===== config.mk =====
export PLATFORM = sky130hd
export DESIGN_NAME = f_norm_rnd
export DESIGN_NICKNAME = d
export VERILOG_FILES = /design/src/rtl/f_norm_pkg.sv /design/src/rtl/f_norm_clz_seg.sv /design/src/rtl/f_norm_rnd.sv
export SDC_FILE = /design/constraint.sdc
export NUM_CORES = 2
export LEC_CHECK = 0
export CAP_MARGIN = 30
export CORE_MARGIN = 2
export CORE_UTILIZATION = 24
export DETAILED_ROUTE_END_ITERATION = 8
export GPL_TIMING_DRIVEN = 1
export PLACE_DENSITY = 0.36
export SYNTH_ARGS = -nofsm -noshare
export SYNTH_HDL_FRONTEND = slang
export SYNTH_SLANG_ARGS = --single-unit

===== constraint.sdc =====
create_clock -name clk -period 5.6 [get_ports clk]
set_input_delay 1.68 -clock clk [delete_from_list [all_inputs] [get_ports clk]]
set_output_delay 1.68 -clock clk [all_outputs]
set_load 0.02 [all_outputs]

===== src/rtl/f_norm_pkg.sv =====
// Shared rounding-mode encoding and floating-point constants for f_norm_rnd.
package f_norm_pkg;
    typedef enum logic [1:0] {
        RND_RNE = 2'b00,
        RND_RTZ = 2'b01,
        RND_RUP = 2'b10,
        RND_RDN = 2'b11
    } rnd_mode_t;

    localparam int EXP_BIAS = 1023;
    localparam int EMAX     = 2047;
    localparam int N_STAGES = 4;
endpackage


===== src/rtl/f_norm_clz_seg.sv =====
// Leading-zero counter for one SEG_W-bit segment; an all-zero segment reports 0
// because the caller already knows it is empty from its segment-zero flag.
module clz_seg
    import f_norm_pkg::*;
#(
    parameter int SEG_W = 16
) (
    input  logic [SEG_W-1:0]         seg,
    output logic [$clog2(SEG_W)-1:0] cnt
);
    localparam int CNT_W = $clog2(SEG_W);

    always_comb begin
        cnt = '0;
        for (int i = 0; i < SEG_W; i++) begin
            if (seg[i]) cnt = CNT_W'(SEG_W - 1 - i);
        end
    end
endmodule


===== src/rtl/f_norm_rnd.sv =====
// Four-stage normalise-and-round pipeline: abs value, leading-zero count, shift, round.
// Define F_NORM_EXC_EN to enable overflow saturation and underflow flush-to-zero.
module f_norm_rnd
    import f_norm_pkg::*;
#(
    parameter int FRAC_W = 108,
    parameter int EXP_W  = 13,
    parameter int MAN_W  = 52,
    parameter int INFO_W = 1,
    parameter int SEG_W  = 16
) (
    input  logic              clk,
    input  logic              resetn,
    input  logic              a_wait,
    input  logic              flush,
    input  logic [EXP_W-1:0]  exp,
    input  logic [FRAC_W-1:0] frac,
    input  logic              frac_signed,
    input  logic              frac_sign,
    input  logic [1:0]        rnd_mode,
    input  logic              op_invalid,
    input  logic [INFO_W-1:0] info_in,
    output logic [INFO_W-1:0] info_out,
    output logic [MAN_W-1:0]  result_frac,
    output logic [EXP_W-1:0]  result_exp,
    output logic              result_sign,
    output logic              invalid,
    output logic              overflow,
    output logic              underflow,
    output logic              inexact,
    output logic              zero,
    output logic              busy
);
    localparam int SIG_W  = FRAC_W - 2;
    localparam int NSEG   = (SIG_W + SEG_W - 1) / SEG_W;
    localparam int PAD_W  = NSEG * SEG_W;
    localparam int SEGC_W = $clog2(SEG_W);
    localparam int CNT_W  = $clog2(PAD_W);
    localparam int LO_W   = SIG_W - 2 - MAN_W;
    // Sideband word carried alongside the data: {invalid, sign, rnd_mode, info}
    localparam int SIDE_W = INFO_W + 4;
    localparam int RND_LO = INFO_W;
    localparam int SIGN_B = INFO_W + 2;
    localparam int INV_B  = INFO_W + 3;
`ifdef F_NORM_EXC_EN
    localparam logic signed [EXP_W-1:0] EXP_TOP = EXP_W'((1 << (EXP_W - 2)) - 1);
    localparam logic signed [EXP_W-1:0] EXP_SAT = EXP_W'((1 << (EXP_W - 2)) - 2);
`endif

    logic [SIG_W:0]            mag_c, mag_s1;
    logic [PAD_W-1:0]          pad_c, pad_s1;
    logic [NSEG-1:0]           segz_c, segz_s1;
    logic [SIDE_W-1:0]         side_c, side_s1, side_s2, side_s3;
    logic signed [EXP_W-1:0]   exp_s1, exp_s2, exp_s3, exp_c;
    logic [SEGC_W-1:0]         segcnt [NSEG];
    logic [CNT_W-1:0]          cnt_c, cnt_s2;
    logic                      allz_c, ovf_bit_c, zero_s2, zero_s3;
    logic [SIG_W-1:0]          mag_s2;
    logic [SIG_W-2:0]          norm_s3;
    logic [MAN_W-1:0]          mant_c, frac_c;
    logic                      guard_c, sticky_c, inexact_c, inc_c, carry_c, ovf_c, unf_c;
    rnd_mode_t                 rm;

    logic [INFO_W-1:0]         info_out_reg;
    logic [MAN_W-1:0]          frac_reg;
    logic [EXP_W-1:0]          exp_reg;
    logic                      sign_reg, invalid_reg, overflow_reg, underflow_reg;
    logic                      inexact_reg, zero_reg;

    // S1: magnitude, with the leading-one window left-aligned into whole segments
    always_comb begin
        mag_c = frac[FRAC_W-2:0];
        if (frac_signed && frac[FRAC_W-1]) mag_c = (FRAC_W-1)'(-frac);
        pad_c  = PAD_W'(mag_c[SIG_W-1:0]) << (PAD_W - SIG_W);
        side_c = {op_invalid, (frac_signed ? frac[FRAC_W-1] : frac_sign), rnd_mode, info_in};
    end

    for (genvar gi = 0; gi < NSEG; gi++) begin : g_segz
        assign segz_c[gi] = ~|pad_c[PAD_W-1-gi*SEG_W -: SEG_W];
    end

    // S2: per-segment counts, first non-empty segment wins
    assign pad_s1    = PAD_W'(mag_s1[SIG_W-1:0]) << (PAD_W - SIG_W);
    assign ovf_bit_c = mag_s1[SIG_W];

    for (genvar gi = 0; gi < NSEG; gi++) begin : g_clz
        clz_seg #(.SEG_W(SEG_W)) u_clz_seg (
            .seg (pad_s1[PAD_W-1-gi*SEG_W -: SEG_W]),
            .cnt (segcnt[gi])
        );
    end

    always_comb begin
        cnt_c  = '0;
        allz_c = 1'b1;
        for (int i = NSEG - 1; i >= 0; i--) begin
            if (!segz_s1[i]) begin
                cnt_c  = CNT_W'(i * SEG_W) + CNT_W'(segcnt[i]);
                allz_c = 1'b0;
            end
        end
    end

    // S4: round, then apply exception overrides
    always_comb begin
        rm        = rnd_mode_t'(side_s3[RND_LO +: 2]);
        mant_c    = norm_s3[SIG_W-2 -: MAN_W];
        guard_c   = norm_s3[LO_W];
        sticky_c  = |norm_s3[LO_W-1:0];
        inexact_c = guard_c | sticky_c;
        inc_c     = 1'b0;
        case (rm)
            RND_RNE: inc_c = guard_c & (sticky_c | mant_c[0]);
            RND_RTZ: inc_c = 1'b0;
            RND_RUP: inc_c = inexact_c & ~side_s3[SIGN_B];
            RND_RDN: inc_c = inexact_c & side_s3[SIGN_B];
            default: inc_c = 1'b0;
        endcase
        {carry_c, frac_c} = {1'b0, mant_c} + (MAN_W + 1)'(inc_c);
        exp_c = exp_s3 + EXP_W'(carry_c);
        ovf_c = 1'b0;
        unf_c = 1'b0;
`ifdef F_NORM_EXC_EN
        if (exp_c >= EXP_TOP) begin
            ovf_c = 1'b1;
            if ((rm == RND_RNE) || (rm == RND_RUP && !side_s3[SIGN_B]) ||
                (rm == RND_RDN && side_s3[SIGN_B])) begin
                exp_c  = EXP_TOP;
                frac_c = '0;
            end else begin
                exp_c  = EXP_SAT;
                frac_c = '1;
            end
        end else if (exp_c[EXP_W-1] || exp_c == '0) begin
            unf_c     = 1'b1;
            inexact_c = 1'b1;
            exp_c     = '0;
            frac_c    = '0;
        end
`endif
        if (zero_s3) begin
            exp_c     = '0;
            frac_c    = '0;
            inexact_c = 1'b0;
            ovf_c     = 1'b0;
            unf_c     = 1'b0;
        end
    end

    always_ff @(posedge clk) begin
        if (!resetn) begin
            mag_s1 <= '0; segz_s1 <= '0; exp_s1 <= '0; side_s1 <= '0;
            mag_s2 <= '0; cnt_s2 <= '0; exp_s2 <= '0; zero_s2 <= 1'b0; side_s2 <= '0;
            norm_s3 <= '0; exp_s3 <= '0; zero_s3 <= 1'b0; side_s3 <= '0;
            info_out_reg <= '0; frac_reg <= '0; exp_reg <= '0; sign_reg <= 1'b0;
            invalid_reg <= 1'b0; overflow_reg <= 1'b0; underflow_reg <= 1'b0;
            inexact_reg <= 1'b0; zero_reg <= 1'b0;
        end else begin
            if (!a_wait) begin
                mag_s1  <= mag_c;
                segz_s1 <= segz_c;
                exp_s1  <= exp;
                side_s1 <= side_c;

                mag_s2  <= ovf_bit_c ? mag_s1[SIG_W:1] : mag_s1[SIG_W-1:0];
                cnt_s2  <= ovf_bit_c ? '0 : cnt_c;
                exp_s2  <= ovf_bit_c ? exp_s1 + EXP_W'(1) : exp_s1;
                zero_s2 <= allz_c & ~ovf_bit_c;
                side_s2 <= side_s1;

                norm_s3 <= (SIG_W - 1)'(mag_s2 << cnt_s2);
                exp_s3  <= exp_s2 - EXP_W'(cnt_s2);
                zero_s3 <= zero_s2;
                side_s3 <= side_s2;

                info_out_reg  <= side_s3[INFO_W-1:0];
                invalid_reg   <= side_s3[INV_B];
                sign_reg      <= side_s3[SIGN_B];
                frac_reg      <= frac_c;
                exp_reg       <= exp_c;
                overflow_reg  <= ovf_c;
                underflow_reg <= unf_c;
                inexact_reg   <= inexact_c;
                zero_reg      <= zero_s3;
            end
            // Flush kills the valid bit everywhere, even while stalled
            if (flush) begin
                side_s1[0]      <= 1'b0;
                side_s2[0]      <= 1'b0;
                side_s3[0]      <= 1'b0;
                info_out_reg[0] <= 1'b0;
            end
        end
    end

    assign info_out    = info_out_reg;
    assign result_frac = frac_reg;
    assign result_exp  = exp_reg;
    assign result_sign = sign_reg;
    assign invalid     = invalid_reg;
    assign overflow    = overflow_reg;
    assign underflow   = underflow_reg;
    assign inexact     = inexact_reg;
    assign zero        = zero_reg;
    assign busy        = a_wait;
endmodule


==> run_results.csv <==
group,metric,value,unit
outcome,outcome,"finished clean",
final_layout,mostFrequentLayoutCells,"nand2_1 (673), dfxtp_1 (451), nor2_1 (289)",
drt,first_pass_iters,6,
worst_setup_path,path_class,"primary input to flop",
synth,synth.distinct_cells,75,
final_layout,drive_gt1_frac,0.0867,
min_path,min_path_cells,2,
sta,clock.fmax,208,MHz
synth,synth_cells,3741,
power,peakVddDrop,248,uV
floorplanning,core-area,124000,sq um
sta,maxSlewHeadroom,0.243,
sta,tightest_slew,1.13,ns
synth,synth_ff_type,"dfxtp_1",
grt,met3_usage,0.0192,
clock_network,clock_latency,0.63,ns
synth,ys_ff_latch,457,
sta,finalSetupViolCount,0,
worst_setup_path,r2r_start,"norm_s3[48]",
grt,use_met2,0.263,
clock_network,clk_path_buf_depth,3,
synth,syn-cell-area,30000,sq um
worst_setup_path,rrSetupSlack,0.90,ns
worst_setup_path,arrival,5.34,ns
final_layout,fill_cells,13500,
grt,met1_usage,0.265,
sta,setup-tns-final,0,ns
final_layout,antenna_cells,0,
min_path,holdPathEnd,"result_frac[29]",
grt,grt_max_degree,156,
grt,grt_usage,0.174,
power,leakagePower,14.2,nW
worst_setup_path,critPathMaxFanout,9,
drt,final_antenna_net_count,0,
clock_network,clk_pin_slew,0.06,ns
drt,wire_per_inst,20.8,um
floorplanning,dieArea,128000,sq um
final_layout,largest_register_ffs,107,
min_path,worstHoldStart,"result_frac[29]",
final_layout,area_growth,18.7,%
sta,period_minus_slack,4.80,ns
floorplanning,start_util,0.242,
synth,synth_edf_count,0,
sta,finalHoldViolations,0,
floorplanning,row_count,129,
final_layout,largest-register,"mag_s1",
run,cap_viol_max_count,0,
final_layout,reg.largest.list,"mag_s1: 107 flops, mag_s2: 105 flops, norm_s3: 105 flops",
drt,routed_wl,114,mm
final_layout,nets,3946,
clock_network,clock_sinks,457,
sta,rsz0062_at_grt,"false",
grt,antenna_found_initial,0,
drt,drt_iter0_drc,2205,
synth,synth_area_per_cell,8.03,sq um
sta,slew_violations,0,
grt,grt_pass1_vias,26300,
placed_design,gp_congestion,0.868,
synth,yosys_warnings,0,
sta,finalCritPeriodShare,0.857,
worst_setup_path,crit_required,6.14,ns
worst_setup_path,ff2ff_path_depth,22,
worst_setup_path,end_kind,"flop",
floorplanning,dieHeight,358,um
placed_design,port_buffers,201,
clock_network,post_cts_buffers,0,
final_layout,mostFrequentLayoutCell,"nand2_1",
sta,finalClockSkew,0.0165,ns
synth,async_flop_share,0,
floorplanning,top_level_ports,204,
clock_network,cts_tree,"yes",
drt,vias_per_cell,4.95,
placed_design,dp_hpwl,87.5,mm
clock_network,post_cts_resized,0,
floorplanning,die_w,358,um
clock_network,cts_root_buf,"clkbuf_16",
grt,grt_pass1_wl,173,mm
grt,grt_busiest_layer,"met1",
worst_setup_path,reg2reg_to,"result_exp[12]",
clock_network,holdBufCountCts,0,
min_path,min_path_type,"flop to flop",
worst_setup_path,start_kind,"primary input",
final_layout,final_util,0.288,
drt,drc_errors,0,
drt,dr_total_vias,27100,
power,power_density,268,nW/um^2
synth,ys_seq_area_frac,0.305,
clock_network,cts_buffers,57,
clock_network,htree_levels,2,
grt,overflow,0,
==> critical path, cell delays in order <==
cell and delay (ns):
clkdlybuf4s50_1 0.47, or4_1 0.60, or3_1 0.58, nor3_1 0.32, buf_4 0.19, nand3_1 0.16, nor2_1 0.20, mux2_2 0.37
a2111oi_0 0.39, nand4_1 0.14, o31ai_1 0.24
==> power breakdown <==
| group | switching, mW | total, mW | internal, mW |
|---|---|---|---|
| clock | 1.52 | 3.68 | 2.16 |
| sequential | 0.294 | 3.75 | 3.46 |
| combinational | 1.25 | 2.13 | 0.877 |
==> cells by family (layout without fill, tap and decap cells) <==
family          Yosys count  in the layout  synth area share
compound gates          858            858             0.201
xor+xnor                189            189            0.0551
fa+ha+maj                14             14           0.00608
buf+inv                 366            466            0.0464
flops                   457            457             0.305
mux                     312            312             0.147
other cells               1              2          0.000125
simple gates           1544           1544             0.239
==> worst max-delay path by stage <==
| stage | from | end | cells after the start |
|---|---|---|---|
| after CTS | norm_s3[45] | result_exp[12] | 22 |
| after global placement | frac[23] | segz_s1[1] | 11 |
| after global routing | norm_s3[45] | result_exp[12] | 22 |
| after floorplan | frac[28] | segz_s1[1] | 11 |
| final | frac[23] | segz_s1[0] | 11 |
| after detailed placement | frac[23] | segz_s1[0] | 11 |
==> routing by layer <==
| metal | vias to the layer above | wire length [um] |
|---|---|---|
| met3 | 97 | 4430 |
| met1 | 12900 | 58600 |
| met4 | 0 | 2120 |
| li1 | 13600 | - |
| met5 | - | 0 |
| met2 | 589 | 49000 |
==> final cells by class <==
class / instances / area [sq um] / area share
repair buffers: 299 / 2840 / 0.0797
flip-flops and latches: 457 / 9160 / 0.257
multi-input cells: 2919 / 19500 / 0.548
well taps: 1637 / 2050 / 0.0574
clock buffers: 85 / 1650 / 0.0463
inverters: 67 / 262 / 0.00733
clock inverters: 15 / 171 / 0.00481
==> Yosys cell counts, types with 5 or more instances <==
library cell,instances,area share
nand4_1,28,0.0058
dfxtp_1,457,0.30
a31oi_1,23,0.0048
ha_1,13,0.0054
xnor2_1,92,0.027
a211oi_1,15,0.0037
nand2_1,674,0.084
o21ai_0,264,0.044
nand2b_1,21,0.0044
mux2_2,7,0.0026
clkbuf_1,230,0.029
o211ai_1,31,0.0077
nor3_1,67,0.011
a41oi_1,7,0.0020
mux4_2,103,0.077
or2_2,6,0.0012
a22oi_1,79,0.020
a21oi_1,101,0.017
a21boi_0,19,0.0047
buf_2,8,0.0013
a32oi_1,9,0.0026
nor2b_1,159,0.033
and2_1,87,0.018
xor2_1,97,0.028
o32ai_1,6,0.0017
o21bai_1,11,0.0027
a221oi_1,6,0.0017
o22ai_1,23,0.0048
or4_1,13,0.0032
nor2_1,291,0.036
o31ai_1,35,0.0087
nand3_1,70,0.012
buf_1,58,0.0072
nor4_1,57,0.012
and4_1,7,0.0020
mux2i_1,202,0.067
o211a_1,159,0.053
a222oi_1,28,0.0093
nor3b_1,5,0.0012
inv_1,66,0.0082
and3_1,19,0.0040
or3_1,22,0.0046
o41ai_1,5,0.0015
==> per-stage QoR <==
step                area, sq um  hold WS [ns]  cells  power [mW]  setup WS, ns
detailed placement        33800         0.443   5378        5.96         0.176
global placement          33800         0.438   5376        5.97         0.225
floorplan                 30000         0.450   3742        5.09          1.04
global route              35700         0.479   5479        10.1         0.396
CTS                       35600         0.457   5478        9.71         0.752
finish                    35700         0.449   5479        9.56         0.803
Power figures use the tool's default switching activity.
